--- src/rtl/hazard_fwd_scoreboard.sv ---
// Pipeline hazard unit with a shifting destination scoreboard: IF/ID stall, ID/EX bubble,
// and registered EXE operand-forwarding selects. A memory freeze holds all state.
module hazard_fwd_scoreboard #(
  parameter int REG_AW = 4,
  parameter int STAGES = 2,
  parameter int FWD_EN = 1,
  parameter int CNT_W  = 16,
  localparam int SW    = $clog2(STAGES + 1)
) (
  input  logic              clk,
  input  logic              rst,
  input  logic              id_valid,
  input  logic [REG_AW-1:0] id_rn,
  input  logic              id_rn_used,
  input  logic [REG_AW-1:0] id_rdm,
  input  logic              id_two_src,
  input  logic              id_wb_en,
  input  logic              id_mem_r_en,
  input  logic [REG_AW-1:0] id_dest,
  input  logic              branch_taken,
  input  logic              mem_ready,
  output logic              hazard,
  output logic              freeze,
  output logic [SW-1:0]     fwd_sel_a,
  output logic [SW-1:0]     fwd_sel_b,
  output logic [CNT_W-1:0]  stall_cnt
);

  localparam logic LP_FWD = (FWD_EN != 0);

  // Entry 0 is the instruction now in EXE; higher indices are older.
  logic [STAGES-1:0]             r_sb_valid;
  logic [STAGES-1:0]             r_sb_wb;
  logic [STAGES-1:0]             r_sb_ld;
  logic [STAGES-1:0][REG_AW-1:0] r_sb_dest;
  logic [SW-1:0]                 r_sel_a;
  logic [SW-1:0]                 r_sel_b;
  logic [CNT_W-1:0]              r_cnt;

  logic [STAGES-1:0] w_match_a;
  logic [STAGES-1:0] w_match_b;
  logic              w_raw;
  logic              w_hazard;
  logic              w_bubble;
  logic [SW-1:0]     w_sel_a;
  logic [SW-1:0]     w_sel_b;

  always_comb begin
    w_match_a = '0;
    w_match_b = '0;
    for (int k = 0; k < STAGES; k++) begin
      w_match_a[k] = id_valid & id_rn_used & r_sb_valid[k] & r_sb_wb[k] & (r_sb_dest[k] == id_rn);
      w_match_b[k] = id_valid & id_two_src & r_sb_valid[k] & r_sb_wb[k] & (r_sb_dest[k] == id_rdm);
    end
  end

  assign w_raw    = LP_FWD ? ((w_match_a[0] | w_match_b[0]) & r_sb_ld[0]) : (|(w_match_a | w_match_b));
  assign w_hazard = w_raw & ~branch_taken & ~rst;
  assign w_bubble = w_hazard | branch_taken | ~id_valid;

  // Scan oldest to youngest so the youngest matching producer overrides.
  always_comb begin
    w_sel_a = '0;
    w_sel_b = '0;
    for (int k = STAGES - 1; k >= 0; k--) begin
      if (w_match_a[k]) w_sel_a = SW'(k + 1);
      if (w_match_b[k]) w_sel_b = SW'(k + 1);
    end
    if (!LP_FWD || w_bubble) begin
      w_sel_a = '0;
      w_sel_b = '0;
    end
  end

  always_ff @(posedge clk) begin
    if (rst) begin
      r_sb_valid <= '0;
      r_sb_wb    <= '0;
      r_sb_ld    <= '0;
      r_sb_dest  <= '0;
      r_sel_a    <= '0;
      r_sel_b    <= '0;
      r_cnt      <= '0;
    end else if (mem_ready) begin
      for (int k = 1; k < STAGES; k++) begin
        r_sb_valid[k] <= r_sb_valid[k-1];
        r_sb_wb[k]    <= r_sb_wb[k-1];
        r_sb_ld[k]    <= r_sb_ld[k-1];
        r_sb_dest[k]  <= r_sb_dest[k-1];
      end
      if (w_bubble) begin
        r_sb_valid[0] <= 1'b0;
        r_sb_wb[0]    <= 1'b0;
        r_sb_ld[0]    <= 1'b0;
        r_sb_dest[0]  <= '0;
      end else begin
        r_sb_valid[0] <= 1'b1;
        r_sb_wb[0]    <= id_wb_en;
        r_sb_ld[0]    <= id_mem_r_en;
        r_sb_dest[0]  <= id_dest;
      end
      r_sel_a <= w_sel_a;
      r_sel_b <= w_sel_b;
      if (w_hazard && !(&r_cnt)) r_cnt <= r_cnt + 1'b1;
    end
  end

  assign hazard    = w_hazard;
  assign freeze    = ~mem_ready;
  assign fwd_sel_a = r_sel_a;
  assign fwd_sel_b = r_sel_b;
  assign stall_cnt = r_cnt;

endmodule

--- config.mk ---
export PLATFORM = sky130hd
export DESIGN_NAME = hazard_fwd_scoreboard
export DESIGN_NICKNAME = d
export VERILOG_FILES = /design/src/rtl/hazard_fwd_scoreboard.sv
export SDC_FILE = /design/constraint.sdc
export NUM_CORES = 1
export LEC_CHECK = 0
export CORE_UTILIZATION = 50
export CTS_BUF_LIST = sky130_fd_sc_hd__clkbuf_4 sky130_fd_sc_hd__clkbuf_8
export DETAILED_ROUTE_END_ITERATION = 16
export DONT_BUFFER_PORTS = 1
export PLACE_DENSITY = 0.62
export SETUP_SLACK_MARGIN = 0.02
export SLEW_MARGIN = 5
export SYNTH_ARGS = -nofsm -noshare
export SYNTH_HDL_FRONTEND = slang
export SYNTH_SLANG_ARGS = --single-unit
--- constraint.sdc ---
create_clock -name clk -period 5 [get_ports clk]
set_input_delay 0.75 -clock clk [delete_from_list [all_inputs] [get_ports clk]]
set_output_delay 0.75 -clock clk [all_outputs]
set_load 0.01 [all_outputs]
==> out/metrics.sh <==
GRT_MAX_DEGREE=31
INSERTION_DELAY_PS=330
FINAL-HOLD-VIOLATION-COUNT=0
GRT_PASS1_VIAS=1336
DRCVIOLATIONCOUNT=0
RSZ_0062_RAISED_AFTER_GLOBAL_ROUTING='no'
CTS-ROOT-BUF='sky130_fd_sc_hd__clkbuf_4'
POST_CTS.RESIZED_INSTANCES=0
CTS_MADE_BUFFERS=5
SETUP_TNS_PS=0
TIMING.FINAL.SETUP_VIOLATIONS=0
YS_SEQ_ELEMENTS=33
PROPORTION_OF_REGISTER_BITS_WITH_ASYNCHRONOUS_SET_OR_RESET_AFTER_SYNTHESIS_PCT=0
SWSHARE_PCT=21.56
START_UTIL_PCT=53.95
R2R_STARTPOINT='stall_cnt[0]'
ANTENNA_LEFT=0
START_KIND='flip-flop'
SHARE_CLK_OF_TOTAL_POWER_PCT=35.4
PLACEABLECOREAREA_UM2=3103
TOP_CELLS_BY_AREA_SYNTH='sky130_fd_sc_hd__dfxtp_1, sky130_fd_sc_hd__xor2_1, sky130_fd_sc_hd__nand4_1'
NUMBER_OF_ANTENNA_VIOLATIONS_AT_THE_FIRST_CHECK_IN_GLOBAL_ROUTING=0
PWR-SHARE-COMB_PCT=3.8
GRT_OVERFLOW=0
PWR-SHARE-SEQ_PCT=60.8
FINAL-MAX-SLEW-VIOLATION-COUNT=0
NETLIST_TOP_CELLS_COUNT='sky130_fd_sc_hd__dfxtp_1, sky130_fd_sc_hd__nand2_1, sky130_fd_sc_hd__a21oi_1, sky130_fd_sc_hd__xor2_1, sky130_fd_sc_hd__nor2_1'
ROUTE.DETAILED.VIAS_PER_INST=6.194
TIMING.CRITICAL_PATH.FANOUT_MAX=10
CTS_TREE='done'
PLACE.GP.CONGESTION=0.8799
FINAL-INSTANCE-COUNT-EXCL-FILL=237
MET2_USAGE_PCT=33.81
BOUNDARYPINS=43
YOSYSTOPAREACELL='sky130_fd_sc_hd__dfxtp_1'
R2R_SETUP_SLACK_PS=2710
LEAKAGEPOWER_nW=0.6000
GRT_UTIL_ALL_LAYERS_PCT=22.01
GRT.BUSIEST_LAYER='met2'
CLKSINKCOUNT=33
STATUS='completed'
POWERDENSITY_nW_PER_UM2=250.0
FINAL.FILL_COUNT=306
NUM_VIAS=1468
DIE-AREA_UM2=3584
SYNTH.YOSYS.WARNINGS=0
SYN_TO_FINAL_GROWTH_PCT=5.082
DRIVE_ABOVE_1_SHARE_PCT=6.736
FINISH.UTILIZATION_PCT=56.69
CTS-ROOT-TO-SINK-BUFFERS=2
DETAILEDPLACEMENTHPWL_UM=2704
MAX_FREQ_MHz=437.0
CRITPATHLAUNCH='stall_cnt[0]'
HOLD_PATH_DEPTH=1
FIN_NETS=215
GR-USAGE-MET1_PCT=28.07
IO_BUFFER_COUNT=0
HOLDCRITSTARTPOINT='rst'
POST-ROUTE-MIN-PERIOD_PS=2288
YOSYSMOSTFREQUENTCELL='sky130_fd_sc_hd__dfxtp_1'
GRT.MET3_USAGE_PCT=8.442
SKEW_PS=10.17
YS.FLOP_TYPE='sky130_fd_sc_hd__dfxtp_1'
VDD_DROP_MAX_mV=0.1615
INITIAL_DETAILED_ROUTING_VIOLATION_COUNT=89
N_ANTENNA_CELL=0
TIMING.FINAL.CRIT_SHARE_PCT=45.77
HOLD_PATH.CLASS='in2reg'
SYNTH_EDF_COUNT=0
SYNTH_SEQ_AREA_SHARE_PCT=39.46
WIRE_PER_INST_UM=15.57
MULTI_INPUT_COMBINATIONAL_CELL_AREA_UM2=973.4
FIRST_DRT_PASS_ITERATION_COUNT=4
NETLIST-CELL-TYPE-COUNT=35
SYNTHESIS.AREA_PER_INSTANCE_UM2=8.674
MAX_CAP_VIOLATIONS=0
SYNTH.NET_COUNT=215
CTS_H_TREE_LVLS=2
MAX_SLEW_HEADROOM_PCT=31.80
TIMING.CRITICAL_PATH.ARRIVAL_PS=2510
HOLD_BUFFERS=0
GRT_FIRST_PASS_WIRELENGTH_UM=5906
R2R.WORST_PATH.CELLS=6
FP.DIEW_UM=59.87
CRIT_REQUIRED_PS=5220
TIMING.SETUP.CRITICAL_PATH_CLASS='reg2reg'
NET_SWITCHING_POWER_OF_THE_DESIGN_uW=94.80
CLKSLEWWORSTSETUPHOLDPATHS_PS=100
MAX_SLEW.WORST_PIN.SLEW_PS=1015
DIE_Y_UM=59.87
POWER_REPORT.INTERNAL_TOTAL_uW=345.0
ENDPOINT_KIND='flip-flop'
FINALWIRELENGTH_UM=3691
SYNTHESIZED_INSTANCE_COUNT=193
DPL.CELL_COUNT=230
POST-CTS-SETUP-BUFFERS=0
SYNTH_TOP_AREA_SHARE_PCT=39.46
PLACEMENTROWS=20
SYNTH.CELL_AREA_UM2=1674
REGAREA_UM2=660.6
[layer usage]
layer  vias up  part of all wire [%]
met4         0                  0.79
li1        721                     -
met5         -                     0
met3         4                   8.8
met1       689                    46
met2        54                    44
[cells in the final DEF (no fill, tap or decap)]
cell type	n
sky130_fd_sc_hd__mux2i_1	7
sky130_fd_sc_hd__ha_1	1
sky130_fd_sc_hd__a22o_1	6
sky130_fd_sc_hd__a21oi_1	14
sky130_fd_sc_hd__xnor2_1	2
sky130_fd_sc_hd__nand2_1	16
sky130_fd_sc_hd__o21ai_0	12
sky130_fd_sc_hd__nor3b_2	1
sky130_fd_sc_hd__nor2_1	13
sky130_fd_sc_hd__o31ai_1	6
sky130_fd_sc_hd__and4_1	3
sky130_fd_sc_hd__clkbuf_8	1
sky130_fd_sc_hd__o21bai_1	1
sky130_fd_sc_hd__inv_2	1
sky130_fd_sc_hd__xor2_1	14
sky130_fd_sc_hd__nor3_1	2
sky130_fd_sc_hd__nand3_1	8
sky130_fd_sc_hd__nor4b_2	1
sky130_fd_sc_hd__o21a_1	1
sky130_fd_sc_hd__nor4_1	3
sky130_fd_sc_hd__nand2b_1	3
sky130_fd_sc_hd__clkbuf_4	6
sky130_fd_sc_hd__nand4bb_1	1
sky130_fd_sc_hd__and3_1	2
sky130_fd_sc_hd__buf_4	1
sky130_fd_sc_hd__or4_1	8
sky130_fd_sc_hd__nor2b_1	1
sky130_fd_sc_hd__and2_1	2
sky130_fd_sc_hd__or3_1	7
sky130_fd_sc_hd__a22oi_1	1
sky130_fd_sc_hd__nand4_1	12
sky130_fd_sc_hd__a32oi_1	1
sky130_fd_sc_hd__dfxtp_1	33
sky130_fd_sc_hd__nor3_2	2
[path summary, 6_finish.rpt]
kind	end
worst max-delay path	stall_cnt[1]
worst max register to register	stall_cnt[1]
worst min-delay path	stall_cnt[14]
worst min register to register	fwd_sel_a[0]
[state kept, by name (all words and copies together), names as in the netlist]
name	count
stall_cnt	16
fwd_sel_a	2
r_sb_valid	2
r_sb_wb	2
r_sb_ld	1
fwd_sel_b	2
r_sb_dest	8
[final cells by class]
type	count	area share [%]
Clock buffer	7	3.343
Inverter	1	0.2134
Multi-Input combinational cell	151	55.33
Sequential cell	33	37.55
Tap cell	44	3.129
Timing Repair Buffer	1	0.4267
[kinds of logic after synthesis]
family,count (synthesis),synth area share [%]
AO/OA/AOI/OAI,42,15.47
XOR/XNOR,16,8.371
adder cells (fa/ha/maj),1,0.7473
buffers and inverters,9,2.391
flip-flops,33,39.46
multiplexers,7,4.186
AND/OR/NAND/NOR,85,29.37
[power groups by stage]
stage / logic [mW] / registers [mW] / clock network, mW
6_report: 0.0166 / 0.267 / 0.156
3_3_place_gp: 0.0161 / 0.273 / 0
3_5_place_dp: 0.0166 / 0.273 / 0
2_1_floorplan: 0.0187 / 0.273 / 0
4_1_cts: 0.0166 / 0.267 / 0.157
5_1_grt: 0.0186 / 0.268 / 0.172
[critical path: stages, from the launching register on]
cell and delay (ps):
sky130_fd_sc_hd__dfxtp_1 490, sky130_fd_sc_hd__ha_1 260, sky130_fd_sc_hd__and4_1 240, sky130_fd_sc_hd__nand2_1 70
sky130_fd_sc_hd__nor3_1 780, sky130_fd_sc_hd__nor2_1 180, sky130_fd_sc_hd__mux2i_1 160
[stage by stage]
step / setup slack (ps) / cell area (um2) / hold slack (ps) / power (mW)
final: 2712 / 1759 / 470.8 / 0.4398
after global routing: 2551 / 1759 / 446.6 / 0.4580
after CTS: 2699 / 1759 / 473.2 / 0.4408
after detailed placement: 2713 / 1700 / 482.8 / 0.2900
after global placement: 2745 / 1700 / 477.3 / 0.2895
after floorplan: 2823 / 1674 / 449.4 / 0.2914
Power figures use the tool's default switching activity.
